### src/rtl/tanimoto_batch_ctrl.sv
// tanimoto_batch_ctrl: batch sequencer placed between the vector FIFO and tanimoto_top.
// A batch runs as follows. The controller latches the threshold and the compare count,
// holds the datapath in reset for two cycles, and streams SHR_DEPTH reference vectors.
// It then streams the compare vectors and waits until the ID-pair results go quiet.
// Finally it pulses o_Done, and o_PairCnt holds the number of pairs seen in the batch.
module tanimoto_batch_ctrl #(
    parameter int BUS_WIDTH     = 512,
    parameter int VECTOR_WIDTH  = 920,
    parameter int SHR_DEPTH     = 32,
    parameter int CNT_WIDTH     = $clog2(VECTOR_WIDTH),
    parameter int VEC_CNT_WIDTH = 16,
    parameter int DRAIN_IDLE    = 16
) (
    input  logic                     clk,
    input  logic                     rst,
    input  logic                     i_Start,
    input  logic [CNT_WIDTH-1:0]     i_Threshold,
    input  logic [VEC_CNT_WIDTH-1:0] i_CmpVecCnt,
    input  logic [BUS_WIDTH-1:0]     i_Src_Vector,
    input  logic                     i_Src_Valid,
    output logic                     o_Src_Read,
    output logic [BUS_WIDTH-1:0]     o_Dp_Vector,
    output logic                     o_Dp_Valid,
    input  logic                     i_Dp_Read,
    output logic [CNT_WIDTH-1:0]     o_Dp_Threshold,
    output logic                     o_Dp_Rst,
    output logic                     o_Dp_RefPhase,
    input  logic                     i_Pair_Fire,
    output logic                     o_Busy,
    output logic                     o_Done,
    output logic [31:0]              o_PairCnt
);
    localparam int BEATS         = (VECTOR_WIDTH + BUS_WIDTH - 1) / BUS_WIDTH;
    localparam int REF_BEATS     = SHR_DEPTH * BEATS;
    localparam int MAX_CMP_BEATS = ((2 ** VEC_CNT_WIDTH) - 1) * BEATS;
    localparam int MAX_BEATS     = (REF_BEATS > MAX_CMP_BEATS) ? REF_BEATS : MAX_CMP_BEATS;
    // The beat counter is wide enough for both phases, so it never wraps.
    localparam int BEAT_W        = $clog2(MAX_BEATS + 1);
    localparam int IDLE_W        = $clog2(DRAIN_IDLE + 1);

    typedef enum logic [2:0] {
        S_IDLE, S_CFG, S_LOAD_REF, S_COMPARE, S_DRAIN, S_DONE
    } state_t;

    state_t              state, state_nxt;
    logic                cfg_second;
    logic [BEAT_W-1:0]   beat_cnt;
    logic [BEAT_W-1:0]   cmp_beats;
    logic [IDLE_W-1:0]   idle_cnt;
    logic [CNT_WIDTH-1:0] thr_q;
    logic [31:0]         pair_cnt;
    logic                in_stream;
    logic                beat;
    logic                ref_last;
    logic                cmp_last;
    logic                start_acc;

    assign in_stream = (state == S_LOAD_REF) || (state == S_COMPARE);
    assign beat      = o_Src_Read;
    assign ref_last  = (beat_cnt == BEAT_W'(REF_BEATS - 1));
    assign cmp_last  = (beat_cnt == cmp_beats - BEAT_W'(1));
    assign start_acc = (state == S_IDLE) && i_Start;

    assign o_Dp_Vector    = i_Src_Vector;
    assign o_Dp_Threshold = thr_q;
    assign o_PairCnt      = pair_cnt;

    // State register; reset aborts any batch in progress immediately.
    always_ff @(posedge clk) begin
        // NOTE: sequential state uses non-blocking assignments so that every register samples pre-edge values.
        if (rst) state <= S_IDLE;
        else     state <= state_nxt;
    end

    // Next-state selection and the per-state control outputs.
    always_comb begin
        // NOTE: defaults come first so that every path assigns every output and no latch is inferred.
        state_nxt     = state;
        o_Busy        = !rst && (state != S_IDLE);
        o_Done        = !rst && (state == S_DONE);
        o_Dp_Rst      = rst || (state == S_CFG);
        o_Dp_RefPhase = !rst && (state == S_LOAD_REF);
        o_Dp_Valid    = !rst && in_stream && i_Src_Valid;
        o_Src_Read    = !rst && in_stream && i_Src_Valid && i_Dp_Read;
        case (state)
            S_IDLE:     if (i_Start) state_nxt = S_CFG;
            S_CFG:      if (cfg_second) state_nxt = S_LOAD_REF;
            S_LOAD_REF: if (beat && ref_last)
                            state_nxt = (cmp_beats == '0) ? S_DRAIN : S_COMPARE;
            S_COMPARE:  if (beat && cmp_last) state_nxt = S_DRAIN;
            S_DRAIN:    if (!i_Pair_Fire && (idle_cnt == IDLE_W'(DRAIN_IDLE - 1)))
                            state_nxt = S_DONE;
            S_DONE:     state_nxt = S_IDLE;
            default:    state_nxt = S_IDLE;
        endcase
    end

    // Marks the second CFG cycle, so the datapath reset lasts exactly two cycles.
    always_ff @(posedge clk) begin
        if (rst || state != S_CFG) cfg_second <= 1'b0;
        else                       cfg_second <= 1'b1;
    end

    // Counts accepted beats within the current streaming phase and restarts at each phase boundary.
    always_ff @(posedge clk) begin
        if (rst || !in_stream) begin
            beat_cnt <= '0;
        end else if (beat) begin
            if ((state == S_LOAD_REF && ref_last) || (state == S_COMPARE && cmp_last))
                beat_cnt <= '0;
            else
                beat_cnt <= beat_cnt + BEAT_W'(1);
        end
    end

    // Counts consecutive DRAIN cycles with no result; each fired pair restarts the count.
    always_ff @(posedge clk) begin
        if (rst || state != S_DRAIN) idle_cnt <= '0;
        else if (i_Pair_Fire)        idle_cnt <= '0;
        else                         idle_cnt <= idle_cnt + IDLE_W'(1);
    end

    // Latches the batch configuration on an accepted start; later input changes have no effect.
    always_ff @(posedge clk) begin
        if (rst) begin
            thr_q     <= '0;
            cmp_beats <= '0;
        end else if (start_acc) begin
            thr_q     <= i_Threshold;
            cmp_beats <= BEAT_W'(i_CmpVecCnt) * BEAT_W'(BEATS);
        end
    end

    // Saturating pair counter; it clears on start and counts from COMPARE through DONE.
    always_ff @(posedge clk) begin
        if (rst || start_acc) begin
            pair_cnt <= '0;
        end else if (i_Pair_Fire && pair_cnt != '1 &&
                     (state == S_COMPARE || state == S_DRAIN || state == S_DONE)) begin
            pair_cnt <= pair_cnt + 32'd1;
        end
    end

endmodule
### config.mk
export PLATFORM = sky130hd
export DESIGN_NAME = tanimoto_batch_ctrl
export DESIGN_NICKNAME = d
export VERILOG_FILES = /design/src/rtl/tanimoto_batch_ctrl.sv
export SDC_FILE = /design/constraint.sdc
export NUM_CORES = 1
export LEC_CHECK = 0
export ABC_AREA = 0
export CORE_AREA = 3 3 434 436
export CTS_BUF_LIST = sky130_fd_sc_hd__clkbuf_16
export CTS_CLUSTER_SIZE = 16
export DETAILED_ROUTE_END_ITERATION = 12
export DIE_AREA = 0 0 437 439
export PLACE_DENSITY = 0.3
export SLEW_MARGIN = 20
export SYNTH_ARGS = -nofsm -noshare
export SYNTH_HDL_FRONTEND = slang
export SYNTH_SLANG_ARGS = --single-unit
### constraint.sdc
create_clock -name clk -period 7.2 [get_ports clk]
set_input_delay 1.08 -clock clk [delete_from_list [all_inputs] [get_ports clk]]
set_output_delay 1.08 -clock clk [all_outputs]
set_load 0.02 [all_outputs]
Word level (Yosys, flattened, before mapping)
Index checks and enable logic that the tools add are counted.

Input bits: 544. Register bits: 84. Logic and storage cells: 67. Output and inout port bits: 560.

$add $sub $neg: 4. Eq/ne operators: 16. Reductions and logical operators: 31. Muxes and demuxes: 9.

Operators by type and width (count): 32-bit by 1-bit adder with 32-bit output (second input constant) (1); 32-bit inequality test (second input constant) (1); 3-bit 2-to-1 mux (6); 17-bit by 1-bit adder with 17-bit output (second input constant) (1); 17-bit == test (1); 17-bit by 6-bit == test with 1-bit output (second input constant) (1); 17-bit logical NOT (1); 17-bit 2-to-1 mux (1); 17-bit by 1-bit subtractor with 17-bit output (second input constant) (1); 3-bit case mux with 5 select lines (1); 1-bit logical AND (14); 1-bit logical OR (9); 3-bit by 2-bit == test with 1-bit output (second input constant) (2); 3-bit == test (second input constant) (2); 2-bit inequality test (second input constant) (3); 5-bit by 1-bit adder with 5-bit output (second input constant) (1); 5-bit by 4-bit == test with 1-bit output (second input constant) (1); 5-bit AND reduction (1); 2-bit by 1-bit inequality test with 1-bit output (second input constant) (2); 3-bit by 1-bit == test with 1-bit output (second input constant) (1); 1-bit logical NOT (3); 3-bit logical NOT (1); 3-bit by 1-bit inequality test with 1-bit output (second input constant) (1); 3-bit inequality test (second input constant) (1); other kinds (3) (3).

Depth between registers and ports, before layout
Gate-level depths: netlist (run 1).

Word-level depth: 8. Gate-level depth with buffers: 9. Depth with buffers taken out: 9.

Worst setup path before layout (run 1)
OpenSTA, ideal clock, no wires.

Kind: in2out. From: in rst. To: out o_Busy. Cell stages on the path: 3. Data arrival time: 1.821 ns. Slack: 4.299 ns. Buffers on the path: 2. Required time: 6.120 ns. Cell sequence: clkbuf_1 > buf_1 > a21oi_1.

Cells in the longest elaborated chain, start to end: 2.

Ends and longest elaborated chain: from (decl) (line 15) `input logic rst,`; 1-bit logical NOT (line 79) `o_Busy = !rst && (state != S_IDLE);`; 1-bit logical AND (line 79); to (decl) (line 29) `output logic o_Busy,`.

No other way between the ends.

Worst setup path in the final report (run 1)
From: in rst. To: out o_Src_Read.

Cells in the longest elaborated chain, start to end: 4.

Ends and longest elaborated chain: 1-bit logical NOT (line 84) `o_Src_Read = !rst && in_stream && i_Src_Valid && i_Dp_Read;`; 1-bit logical AND (3 in series) (line 84); to (decl) (line 21) `output logic o_Src_Read,`.

No other way between the ends.

==> results.ini, run 1 <==
[status]
status = complete, no violations

[drt]
antenna_left = 0
via_per_inst = 1.76
num_vias = 5469
firstDrtPassIters = 4
met1Wirelength_mm = 17.8
wl_met2_mm = 23.2
initialDrtViolationCount = 358
drc = 0
wl_met3_mm = 16.2
drt_wl_total_mm = 60.9
top_layer = met5
wire_per_inst_um = 19.6

[cts]
numClockSinks = 84
postCtsHoldBufs = 0
h-tree-depth = 3
path_clk_slew_ps = 70
clockBufferDepth = 2
cts_buffers = 9
cts_resized = 0
post_cts_buffers = 0
cts_tree = done
cts-root-buf = clkbuf_16
insertion_delay_ps = 410

[power_and_ir_drop]
seqPwrFrac_pct = 38.8
leakagePower_nw = 1.97
power_density_nw_per_um2 = 152
swShare_pct = 33.6
power_mw = 1.31
peakVddDrop_uv = 88.9
p_int_mw = 0.867
pwr-share-comb_pct = 16.8
p_sw_mw = 0.438
p_clk_share_pct = 44.4

[place]
place.port_buffers = 79
hpwl_mm = 50.9
gp_congestion = 0.672
dpl-instance-area_um2 = 8280
dpl_worst_slack_ps = 2640

[logic_synthesis]
ys_types = 58
ys_async_sr_fraction_pct = 0
synth_edf_count = 0
ys_seq_area_share_pct = 20.3
ys.warnings.count = 0
synthesis.nets = 1614
syn_area_per_cell_um2 = 7.77
syn_inst = 1064
synthesis.area_um2 = 8270
synth_flop_cell = dfxtp_1
synth-seq-cells = 84

[floorplanning]
rows = 158
fp.dieH_um = 439
die_x_um = 437
core_um2 = 185000
dieArea_um2 = 192000
ios = 1104
start_util_pct = 4.47

[sta]
rsz0062_at_grt = no
hold_viol = 0
setup_viol = 0
timing.final.crit_period_ps = 4420
fin_skew_ps = 29.7
tightest_slew_ps = 933
relSlewSlack_pct = 37.7
setup_ws_ps = 2780
whs_ps = 457
maxSlewViolCount = 0
finalSetupTns_ps = 0
post-route-period-util_pct = 61.4
clock.fmax_mhz = 226

[grt]
grt_max_degree = 35
grt-ovfl-total = 0
grt_pass1_wl_mm = 72.2
grt_pass1_vias = 5392
grt_use_total_pct = 6.00
antenna_found_initial = 4

[worst_setup_path]
path_cells = buf_2 > buf_4 > nor2_1 > nand3_1 > inv_1 > clkdlybuf4s50_1
critical-path-top-delay-family = buffers and inverters
arrival_ps = 3340
worstPathMaxFanout = 34
crit_path_top_delay_cell = clkdlybuf4s50_1
critPathKind = input pin to primary output
path_buf_inv = 4
cpPeakStageDelay_ps = 810
critPathRequiredTime_ps = 6120
start_kind = input pin
critPathCaptureType = primary output

[worst_hold_path]
min_path_type = flop to flop

[run]
maxCapViolCount = 0

[cells_and_area]
nets = 1173
stdcell_area_um2 = 8590
syn2layout_area_growth_pct = 3.90
insertedDiodeCount = 0
drive_gt1_share_pct = 7.18

## per-stage QoR
| step | utilization [%] | instances |
|---|---|---|
| after floorplan | - | 1064 |
| after global placement | 4.46 | 3091 |
| after detailed placement | 4.48 | 3092 |
| after CTS | 4.64 | 3107 |
| after global routing | 4.64 | 3107 |
| final | 4.64 | 3107 |
## layout make-up
type / count / area [µm²]
inverters: 15 / 56.3
flip-flops and latches: 84 / 1680
repair buffers: 86 / 838
well taps: 2480 / 3100
clock inverters: 6 / 86.3
clock buffers: 9 / 225
fillers: 22069 / 176000
multi-input cells: 427 / 2600
## per-layer routing
metal	vias to the layer above	track usage, %
met5	-	2.55
met4	14	3.03
met3	182	7.82
met2	806	7.65
met1	2360	4.97
li1	2107	-
## final timing paths
check	from	endpoint	slack, ps	cells past startpoint
min	idle_cnt[0]	idle_cnt[0]	460	1
max	rst	o_Src_Read	2780	6
max reg2reg	cmp_beats[1]	state[1]	3750	8
min reg2reg	idle_cnt[0]	idle_cnt[0]	460	1
## cells in the final DEF, fill, tap and decap left out, drive strengths merged, types with 6 or more instances in the layout
master / n
nor4: 13
or4: 7
nor3: 32
a21oi: 42
xor2: 26
and3: 15
a21o: 6
nand2: 87
nand4: 17
xnor2: 29
o21ai: 8
and4: 8
ha: 6
inv: 17
clkdlybuf4s50: 78
dfxtp: 84
nand3: 31
clkbuf: 9
nor2: 37
buf: 8
## power groups by stage
stage	logic [mW]	registers [mW]	clock network (mW)
after detailed placement	0.228	0.520	0
after CTS	0.230	0.509	0.636
after floorplan	0.543	0.507	0
after global routing	0.245	0.510	0.644
final	0.219	0.506	0.580
after global placement	0.229	0.520	0
## flip-flops by register name, summed over array words and instances, names as in the netlist
| signal | count |
|---|---|
| cmp_beats | 16 |
| idle_cnt | 5 |
| o_PairCnt | 32 |
| beat_cnt | 17 |
| cfg_second | 1 |
| state | 3 |
| o_Dp_Threshold | 10 |
## cell usage after synthesis (2+ instances only)
| master | n | area, µm² |
|---|---|---|
| nor3_1 | 31 | 155 |
| o21ai_1 | 3 | 15.0 |
| and3_1 | 15 | 93.8 |
| o21ai_0 | 5 | 25.0 |
| and4_1 | 8 | 70.1 |
| buf_4 | 512 | 3840 |
| a31oi_1 | 2 | 12.5 |
| nor4_1 | 11 | 68.8 |
| or2_2 | 4 | 25.0 |
| nand4_1 | 16 | 100 |
| buf_1 | 4 | 15.0 |
| and2_1 | 5 | 31.3 |
| xnor2_1 | 29 | 254 |
| ha_1 | 6 | 75.1 |
| nor3b_1 | 4 | 30.0 |
| or4_4 | 2 | 22.5 |
| xor2_1 | 26 | 228 |
| nand2b_1 | 3 | 18.8 |
| dfxtp_1 | 84 | 1680 |
| o2111ai_1 | 2 | 17.5 |
| or4_1 | 5 | 37.5 |
| nand3_1 | 31 | 155 |
| nor4b_1 | 2 | 17.5 |
| nor2b_1 | 5 | 31.3 |
| or3_1 | 3 | 18.8 |
| or3b_2 | 2 | 17.5 |
| nand2_1 | 87 | 327 |
| o31ai_1 | 4 | 30.0 |
| inv_1 | 15 | 56.3 |
| a21o_1 | 6 | 45.0 |
| a21oi_1 | 42 | 210 |
| a2111o_1 | 2 | 22.5 |
| clkbuf_1 | 19 | 71.3 |
| a41o_1 | 2 | 20.0 |
| o211ai_1 | 5 | 37.5 |
| clkbuf_2 | 2 | 10.0 |
| nor2_1 | 37 | 139 |
| a31o_2 | 3 | 26.3 |
## cell families (layout without fill, tap and decap cells)
family          count (synthesis)  after routing  synth area share (%)
flops                          84             84                  20.3
xor+xnor                       55             55                  5.83
simple gates                  277            277                  17.3
fa+ha+maj                       6              6                 0.908
buf+inv                       553            116                  48.5
compound gates                 89             89                  7.16
(Power assumes the default switching activity.)
==> run 2: changes to the inputs <==
Settings changed: CORE_AREA 3 3 434 436 to 3 3 426 428, DIE_AREA 0 0 437 439 to 0 0 429 431.
Clock period 7.2 ns to 3.6 ns, I/O delays scaled along.
==> run 2 against run 1 <==
  * Clock skew down 15 ps
  * Via count fell by 2.0%
  * Non-clock buffer count rose by 12
  * Clock-buffer cell count stayed put
  * First-iteration DRC count fell by 39%
  * Clock power is 78% higher
  * Combinational power up 110%
  * Die area shrank 3.6%
  * Sequential power is 98% higher
  * Critical path type is now flop to primary output
==> results.ini, run 2 (synthesis results as in run 1) <==
[drt]
antenna_left = 0  ; unchanged
wire_per_inst_um = 18.2  ; -7.0%
drt_wl_total_mm = 54.6  ; -10%
drc = 0  ; unchanged
firstDrtPassIters = 4  ; unchanged
num_vias = 5361  ; -2.0%
via_per_inst = 1.79  ; +1.7%
initialDrtViolationCount = 220  ; -39%

[sta]
setup_viol = 0  ; unchanged
clock.fmax_mhz = 313
tightest_slew_ps = 1080  ; +145 ps
hold_viol = 0  ; unchanged
finalSetupTns_ps = 0  ; unchanged
fin_skew_ps = 14.4  ; -15.3 ps
timing.final.crit_period_ps = 3190
maxSlewViolCount = 0  ; unchanged
post-route-period-util_pct = 88.7
relSlewSlack_pct = 27.7  ; -10 points
setup_ws_ps = 406  ; -2370 ps
rsz0062_at_grt = no

[cells_and_area]
nets = 1185  ; +1.0%
final_cell_mix = 87 x nand2_1, 84 x dfxtp_1, 77 x clkdlybuf4s50_1, 42 x a21oi_1, 37 x nor2_1
insertedDiodeCount = 0  ; unchanged
final_common_cell = nand2_1
nFillCells = 21048  ; -4.6%
drive_gt1_share_pct = 8.91  ; +1.7 points
syn2layout_area_growth_pct = 2.94
largest_reg_flops = 32  ; unchanged

[cts]
cts_tree = done
post_cts_buffers = 0  ; unchanged
insertion_delay_ps = 390  ; -20 ps
cts_resized = 0  ; unchanged
postCtsHoldBufs = 0  ; unchanged
h-tree-depth = 3  ; unchanged
path_clk_slew_ps = 80  ; about the same
numClockSinks = 84  ; unchanged
cts_buffers = 9  ; unchanged
clockBufferDepth = 2  ; unchanged
cts-root-buf = clkbuf_16

[worst_setup_path]
r2r_slack_ps = 600  ; -3150 ps
worstPathMaxFanout = 9  ; -74%
arrival_ps = 2650  ; -690 ps
critPathCaptureType = primary output
critPathRequiredTime_ps = 3060  ; -3060 ps
critPathKind = flop to primary output
start_kind = flop

[floorplanning]
rows = 155  ; -1.9%
fp.dieH_um = 431  ; -1.8%
ios = 1104  ; unchanged
dieArea_um2 = 185000  ; -3.6%
die_x_um = 429  ; -1.8%
start_util_pct = 4.64  ; +0.17 points
core_um2 = 178000  ; -3.7%

[grt]
grt_pass1_vias = 5631  ; +4.4%
grt_pass1_wl_mm = 66.7  ; -7.6%
grt-ovfl-total = 0  ; unchanged
grt_use_total_pct = 5.67  ; -0.34 points
antenna_found_initial = 3  ; -1
grt_max_degree = 27  ; -23%

[place]
gp_congestion = 0.691  ; +2.9%
dpl_worst_slack_ps = 432  ; -2210 ps
place.port_buffers = 79  ; unchanged
hpwl_mm = 46.7  ; -8.3%

[power_and_ir_drop]
leakagePower_nw = 2.03  ; +2.9%
peakVddDrop_uv = 224  ; +150%
power_density_nw_per_um2 = 292  ; +92%

[worst_hold_path]
min_path_type = flop to flop

[status]
status = complete, no violations

[run]
maxCapViolCount = 0  ; unchanged

run 2: power by group:
group	switching, mW	total, mW	leakage (nW)	internal (mW)
registers	0.0426	1.00	0.681	0.959
logic	0.275	0.455	1.20	0.179
clock network	0.536	1.03	0.149	0.495
run 2: through the flow:
| stage | utilization, % | area (µm²) | cells | hold slack [ps] | power (mW) |
|---|---|---|---|---|---|
| floorplan | - | 8270 | 1064 | 418 | 2.10 |
| global placement | 4.61 | 8210 | 2979 | 437 | 1.51 |
| detailed placement | 4.61 | 8210 | 2979 | 438 | 1.50 |
| CTS | 4.78 | 8510 | 2995 | 455 | 2.59 |
| global route | 4.78 | 8510 | 2995 | 483 | 2.65 |
| finish | 4.78 | 8510 | 2995 | 449 | 2.49 |
run 2: worst paths after layout:
path,startpoint,end,cells after the start
hold / removal,idle_cnt[0],idle_cnt[0],1
hold reg to reg,idle_cnt[0],idle_cnt[0],1
setup / recovery,state[1],o_Src_Read,6
setup reg to reg,state[1],beat_cnt[8],9
run 2: final cells by class:
type	count	area [µm²]	area share, %
Clock inverter	7	76.3	0.897
Sequential cell	84	1680	19.8
Timing Repair Buffer	98	938	11.0
Multi-Input combinational cell	427	2590	30.4
Clock buffer	9	225	2.65
Tap cell	2355	2950	34.6
Inverter	15	56.3	0.661
run 2: worst max-delay path, stage by stage, from the launching register on:
cell and delay, ps:
dfxtp_1 530, nand2b_1 200, nor2_1 570, nand3_1 320
buf_4 280, inv_1 200, buf_12 160
run 2: routing by layer:
metal  wire length, µm  share of wire, %  GRT usage, %  vias to the layer above
met5               483              0.88          1.98                        -
met4              2280               4.2          2.57                       12
met2             22200                41          7.74                      757
met3             15300                28          7.78                      139
met1             14300                26          4.18                     2324
li1                  -                 -             -                     2129
